<file path="src/rtl/rr_fifo_scheduler.sv">
// rr_fifo_scheduler: round-robin drain of four FWFT class FIFOs onto one
// shared output path. It has a per-queue burst limit and stalls while the
// downstream FIFO reports almost_full.
// Optional per-queue pop counters are included when RR_STATS_EN is defined.
module rr_fifo_scheduler #(
    parameter int DATA_W    = 10,
    parameter int BURST_LEN = 4
) (
    input  logic              clk,
    input  logic              reset,
    input  logic [3:0]        fifo_empty,
    input  logic [DATA_W-1:0] data_in_0,
    input  logic [DATA_W-1:0] data_in_1,
    input  logic [DATA_W-1:0] data_in_2,
    input  logic [DATA_W-1:0] data_in_3,
    input  logic              almost_full,
    output logic [3:0]        pop,
    output logic [1:0]        select,
    output logic [DATA_W-1:0] data_out,
    output logic              valid_out
`ifdef RR_STATS_EN
    ,
    output logic [15:0]       word_cnt_0,
    output logic [15:0]       word_cnt_1,
    output logic [15:0]       word_cnt_2,
    output logic [15:0]       word_cnt_3
`endif
);

    typedef enum logic [0:0] {
        ST_IDLE  = 1'b0,
        ST_GRANT = 1'b1
    } state_t;

    localparam logic [3:0] BURST_LIM = BURST_LEN[3:0];

    state_t            state_q, state_d;
    logic [1:0]        ptr_q, ptr_d;
    logic [1:0]        select_q, select_d;
    logic [3:0]        burst_cnt_q, burst_cnt_d;
    logic [DATA_W-1:0] data_out_q, data_out_d;
    logic              valid_out_q, valid_out_d;
    logic [3:0]        pop_s;
    logic [DATA_W-1:0] head_s;
    logic              found_s;
    logic [1:0]        grant_idx_s;
    logic [1:0]        cand_s;

    // Head word of the currently granted queue
    always_comb begin
        head_s = {DATA_W{1'b0}};
        case (select_q)
            2'd0:    head_s = data_in_0;
            2'd1:    head_s = data_in_1;
            2'd2:    head_s = data_in_2;
            2'd3:    head_s = data_in_3;
            default: head_s = {DATA_W{1'b0}};
        endcase
    end

    // First non-empty queue, searching upward from the round-robin pointer
    always_comb begin
        found_s     = 1'b0;
        grant_idx_s = 2'd0;
        cand_s      = 2'd0;
        for (int i = 0; i < 4; i++) begin
            cand_s = ptr_q + i[1:0];
            if (!found_s && !fifo_empty[cand_s]) begin
                found_s     = 1'b1;
                grant_idx_s = cand_s;
            end else begin
                found_s     = found_s;
                grant_idx_s = grant_idx_s;
            end
        end
    end

    // Next-state, pop strobe and output-register inputs
    always_comb begin
        state_d     = state_q;
        ptr_d       = ptr_q;
        select_d    = select_q;
        burst_cnt_d = burst_cnt_q;
        data_out_d  = data_out_q;
        valid_out_d = 1'b0;
        pop_s       = 4'b0000;
        case (state_q)
            ST_IDLE: begin
                // A one-cycle arbitration bubble: no pop is issued from IDLE
                if (!almost_full && found_s) begin
                    select_d    = grant_idx_s;
                    burst_cnt_d = 4'd0;
                    state_d     = ST_GRANT;
                end else begin
                    state_d = ST_IDLE;
                end
            end
            ST_GRANT: begin
                if (almost_full) begin
                    // Stall: keep grant and burst credit untouched
                    state_d = ST_GRANT;
                end else if (fifo_empty[select_q]) begin
                    ptr_d   = select_q + 2'd1;
                    state_d = ST_IDLE;
                end else begin
                    pop_s[select_q] = 1'b1;
                    data_out_d      = head_s;
                    valid_out_d     = 1'b1;
                    burst_cnt_d     = burst_cnt_q + 4'd1;
                    if ((burst_cnt_q + 4'd1) == BURST_LIM) begin
                        ptr_d   = select_q + 2'd1;
                        state_d = ST_IDLE;
                    end else begin
                        state_d = ST_GRANT;
                    end
                end
            end
            default: begin
                state_d = ST_IDLE;
            end
        endcase
    end

    // Scheduler state and registered output path
    always_ff @(posedge clk or negedge reset) begin
        if (!reset) begin
            state_q     <= ST_IDLE;
            ptr_q       <= 2'd0;
            select_q    <= 2'd0;
            burst_cnt_q <= 4'd0;
            data_out_q  <= {DATA_W{1'b0}};
            valid_out_q <= 1'b0;
        end else begin
            state_q     <= state_d;
            ptr_q       <= ptr_d;
            select_q    <= select_d;
            burst_cnt_q <= burst_cnt_d;
            data_out_q  <= data_out_d;
            valid_out_q <= valid_out_d;
        end
    end

    // Pop is forced low while reset is held
    assign pop       = pop_s & {4{reset}};
    assign select    = select_q;
    assign data_out  = data_out_q;
    assign valid_out = valid_out_q;

`ifdef RR_STATS_EN
    logic [15:0] word_cnt_q [0:3];
    logic [15:0] word_cnt_d [0:3];

    // Per-queue pop counters, wrapping naturally at 0xFFFF
    always_comb begin
        for (int i = 0; i < 4; i++) begin
            word_cnt_d[i] = word_cnt_q[i] + {15'd0, pop_s[i]};
        end
    end

    // Counter registers
    always_ff @(posedge clk or negedge reset) begin
        if (!reset) begin
            for (int i = 0; i < 4; i++) begin
                word_cnt_q[i] <= 16'd0;
            end
        end else begin
            for (int i = 0; i < 4; i++) begin
                word_cnt_q[i] <= word_cnt_d[i];
            end
        end
    end

    assign word_cnt_0 = word_cnt_q[0];
    assign word_cnt_1 = word_cnt_q[1];
    assign word_cnt_2 = word_cnt_q[2];
    assign word_cnt_3 = word_cnt_q[3];
`endif

endmodule

</file>
<file path="config.mk">
export PLATFORM = sky130hd
export DESIGN_NAME = rr_fifo_scheduler
export DESIGN_NICKNAME = d
export VERILOG_FILES = /design/src/rtl/rr_fifo_scheduler.sv
export SDC_FILE = /design/constraint.sdc
export NUM_CORES = 1
export LEC_CHECK = 0
export CORE_MARGIN = 4
export CORE_UTILIZATION = 35
export DETAILED_ROUTE_END_ITERATION = 12
export GPL_ROUTABILITY_DRIVEN = 0
export PLACE_DENSITY_LB_ADDON = 0.2
export SYNTH_ARGS = -nofsm -noshare
export SYNTH_HDL_FRONTEND = slang
export SYNTH_SLANG_ARGS = --single-unit
export TNS_END_PERCENT = 10
</file>
<file path="constraint.sdc">
create_clock -name clk -period 5.55 [get_ports clk]
set_input_delay 1.3875 -clock clk [delete_from_list [all_inputs] [get_ports clk]]
set_output_delay 1.3875 -clock clk [all_outputs]
set_load 0.01 [all_outputs]
</file>
==> metrics.cfg, run 1 <==
[pwr]
p_leak_uw = 0.000837
power_per_cell_area_mw_per_mm2 = 425
ir_worst_vdd_mv = 0.202
p_total_uw = 854

[floorplan]
die_w_um = 68.5
rows = 21
core_area_mm2 = 0.00344
die_h_um = 68.5
start_util = 0.372
io_pins = 64
die-area_mm2 = 0.00469

[synth]
synth_cells = 142
syn-cell-area_mm2 = 0.00128
ys_seq_area_frac = 0.391
yosysWarningCount = 0
ys_ff_latch = 20
synth.avg_cell_area_um2 = 9.01
postSynthNetCount = 196
yosysUniqueCellTypes = 35

[cells_and_area]
nets = 257
area_growth_pct = 56.8
layout-drive-gt1-share = 0.0644
fillerInstances = 323
final_util = 0.583
insertedDiodeCount = 0
regArea_um2 = 500
multiInputGateArea_um2 = 723
fin_area_mm2 = 0.00201

[routing]
drc = 0
drt-total-wl_mm = 3.66
viasPerCell = 5.27
initialDrtViolationCount = 96
ant_nets = 0
wl_per_cell_um = 14.8
dr.pass1.iters = 5
dr_total_vias = 1308

[grt]
overflow = 0
antenna_found_initial = 0
grt_first_pass_wirelength_mm = 6.04
grt_max_degree = 25
grt_pass1_vias = 1405
grt_usage = 0.173

[critical_path]
crit_type = in2out
start_kind = input port
cp.required_ns = 4.16
critPathArrivalTime_ns = 3.60
crit_path_end_kind = output pin
cp_max_fo = 22

[sta]
final_max_slew_viol_count = 0
period_minus_slack_ns = 4.99
tightestPinTransition_ns = 0.617
setup_viol = 0
rsz0062_at_grt = false
tns_ns = 0
min_period_over_period = 0.898
slew_headroom = 0.589
hold_viol_final = 0
fmax_ghz = 0.201
clock_skew_ns = 0.000851
holdWs_ns = 0.490

[clock_network]
cts_tree = built
htreeDepth = 1
clk_latency_ns = 0.26
cts_buffers = 3
cts_hold_buf = 0
cts_resized = 0
cts_setup_buffers = 0
cts_buffer_depth = 2
clockRootBuffer = clkbuf_8
clkSinkCount = 20
cts.clk_slew.worst_paths_ns = 0.08

[place]
dp_hpwl_mm = 2.93
portBuffers = 63
postPlaceCellArea_mm2 = 0.00194

[flow_run]
maxCapViolCount = 0

[hold_path]
hold_path.class = reg2reg

[status]
outcome = finished clean

-- final timing paths --
path	from	end	slack, ns	cells after the start
worst max-delay path	fifo_empty[3]	pop[0]	0.56	6
worst min-delay path	data_out[1]$_DFFE_PN0P_	data_out[1]$_DFFE_PN0P_	0.49	2
worst max register to register	select[0]$_DFFE_PN0P_	burst_cnt_q[2]$_DFFE_PN0P_	3.59	5
worst min register to register	data_out[1]$_DFFE_PN0P_	data_out[1]$_DFFE_PN0P_	0.49	2
max in group asynchronous	reset	ptr_q[0]$_DFFE_PN0P_	3.85	2
min in group asynchronous	reset	state_q$_DFF_PN0_	1.48	2
-- Yosys cell counts, drive strengths merged --
library cell | n | area, µm²
inv | 3 | 11.3
nand3 | 2 | 10.0
ha | 7 | 87.6
nand4 | 2 | 12.5
nand2 | 21 | 78.8
a221o | 1 | 10.0
and2b | 1 | 7.51
o211ai | 1 | 7.51
mux4 | 1 | 22.5
a21oi | 13 | 68.8
clkinv | 1 | 5.00
a22o | 1 | 8.76
nor2 | 14 | 52.6
clkbuf | 6 | 23.8
nor2b | 2 | 12.5
nand2b | 2 | 20.0
a21bo | 1 | 10.0
dfrtp | 20 | 500
o21ai | 14 | 70.1
and4 | 1 | 8.76
xnor2 | 1 | 8.76
nor3b | 1 | 7.51
buf | 2 | 16.3
a32o | 2 | 20.0
mux2 | 3 | 33.8
a211o | 1 | 8.76
nand3b | 3 | 22.5
and3 | 4 | 25.0
o221ai | 1 | 8.76
a222oi | 10 | 100
-- critical path, cell delays in order --
cell and delay (ns):
clkdlybuf4s50_1 0.49, mux4_2 0.54, nand2b_4 0.26, clkinv_2 0.18
and3_1 0.18, clkdlybuf4s50_1 0.55
-- logic make-up after synthesis --
| family | share of synthesized area |
|---|---|
| buf+inv | 0.0440 |
| fa+ha+maj | 0.0684 |
| xor+xnor | 0.00684 |
| compound gates | 0.244 |
| mux | 0.0440 |
| simple gates | 0.201 |
| flops | 0.391 |
-- state kept, by name (all words and copies together), names as in the netlist --
| name | count |
|---|---|
| data_out | 10 |
| burst_cnt_q | 4 |
| ptr_q | 2 |
| select | 2 |
| state_q | 1 |
| valid_out | 1 |
-- power by group --
group | total (µW) | switching (µW) | internal [µW]
registers | 269 | 64.4 | 204
logic | 440 | 216 | 224
clock network | 145 | 49.3 | 96.2
-- cells in the final DEF, fill, tap and decap left out, drive strengths merged, types with 3 or more instances in the layout --
| cell | instances |
|---|---|
| clkdlybuf4s50 | 63 |
| nand2 | 21 |
| dfrtp | 20 |
| nor2 | 14 |
| o21ai | 14 |
| a21oi | 13 |
| a222oi | 10 |
| ha | 7 |
| and3 | 4 |
| inv | 3 |
| nand3b | 3 |
| mux2 | 3 |
| clkbuf | 3 |
-- area by class of cell --
cell class	instances	share of cell area
Multi-Input combinational cell	110	0.360
Timing Repair Buffer	64	0.318
Sequential cell	20	0.249
Tap cell	46	0.0287
Clock buffer	3	0.0206
Clock inverter	1	0.0150
Inverter	4	0.00810
-- metal layers --
metal | vias to the layer above | share of wire | GRT usage
li1 | 651 | - | -
met1 | 601 | 0.42 | 0.199
met2 | 52 | 0.51 | 0.302
met3 | 4 | 0.065 | 0.0443
met4 | 0 | 0.0087 | 0.0695
met5 | - | 0 | 0
-- metrics by stage --
stage	setup slack (ns)	std cells
floorplan	1.78	142
global placement	0.645	244
detailed placement	0.574	244
CTS	0.567	248
global route	0.501	248
finish	0.564	248
No activity file was read; power rests on OpenSTA's default activity.
==> inputs of run 2 (changes only) <==
SLEW_MARGIN = 30   (was default)
==> results of run 2 <==
Final layout, timing and power as in run 1 (identical DEF).
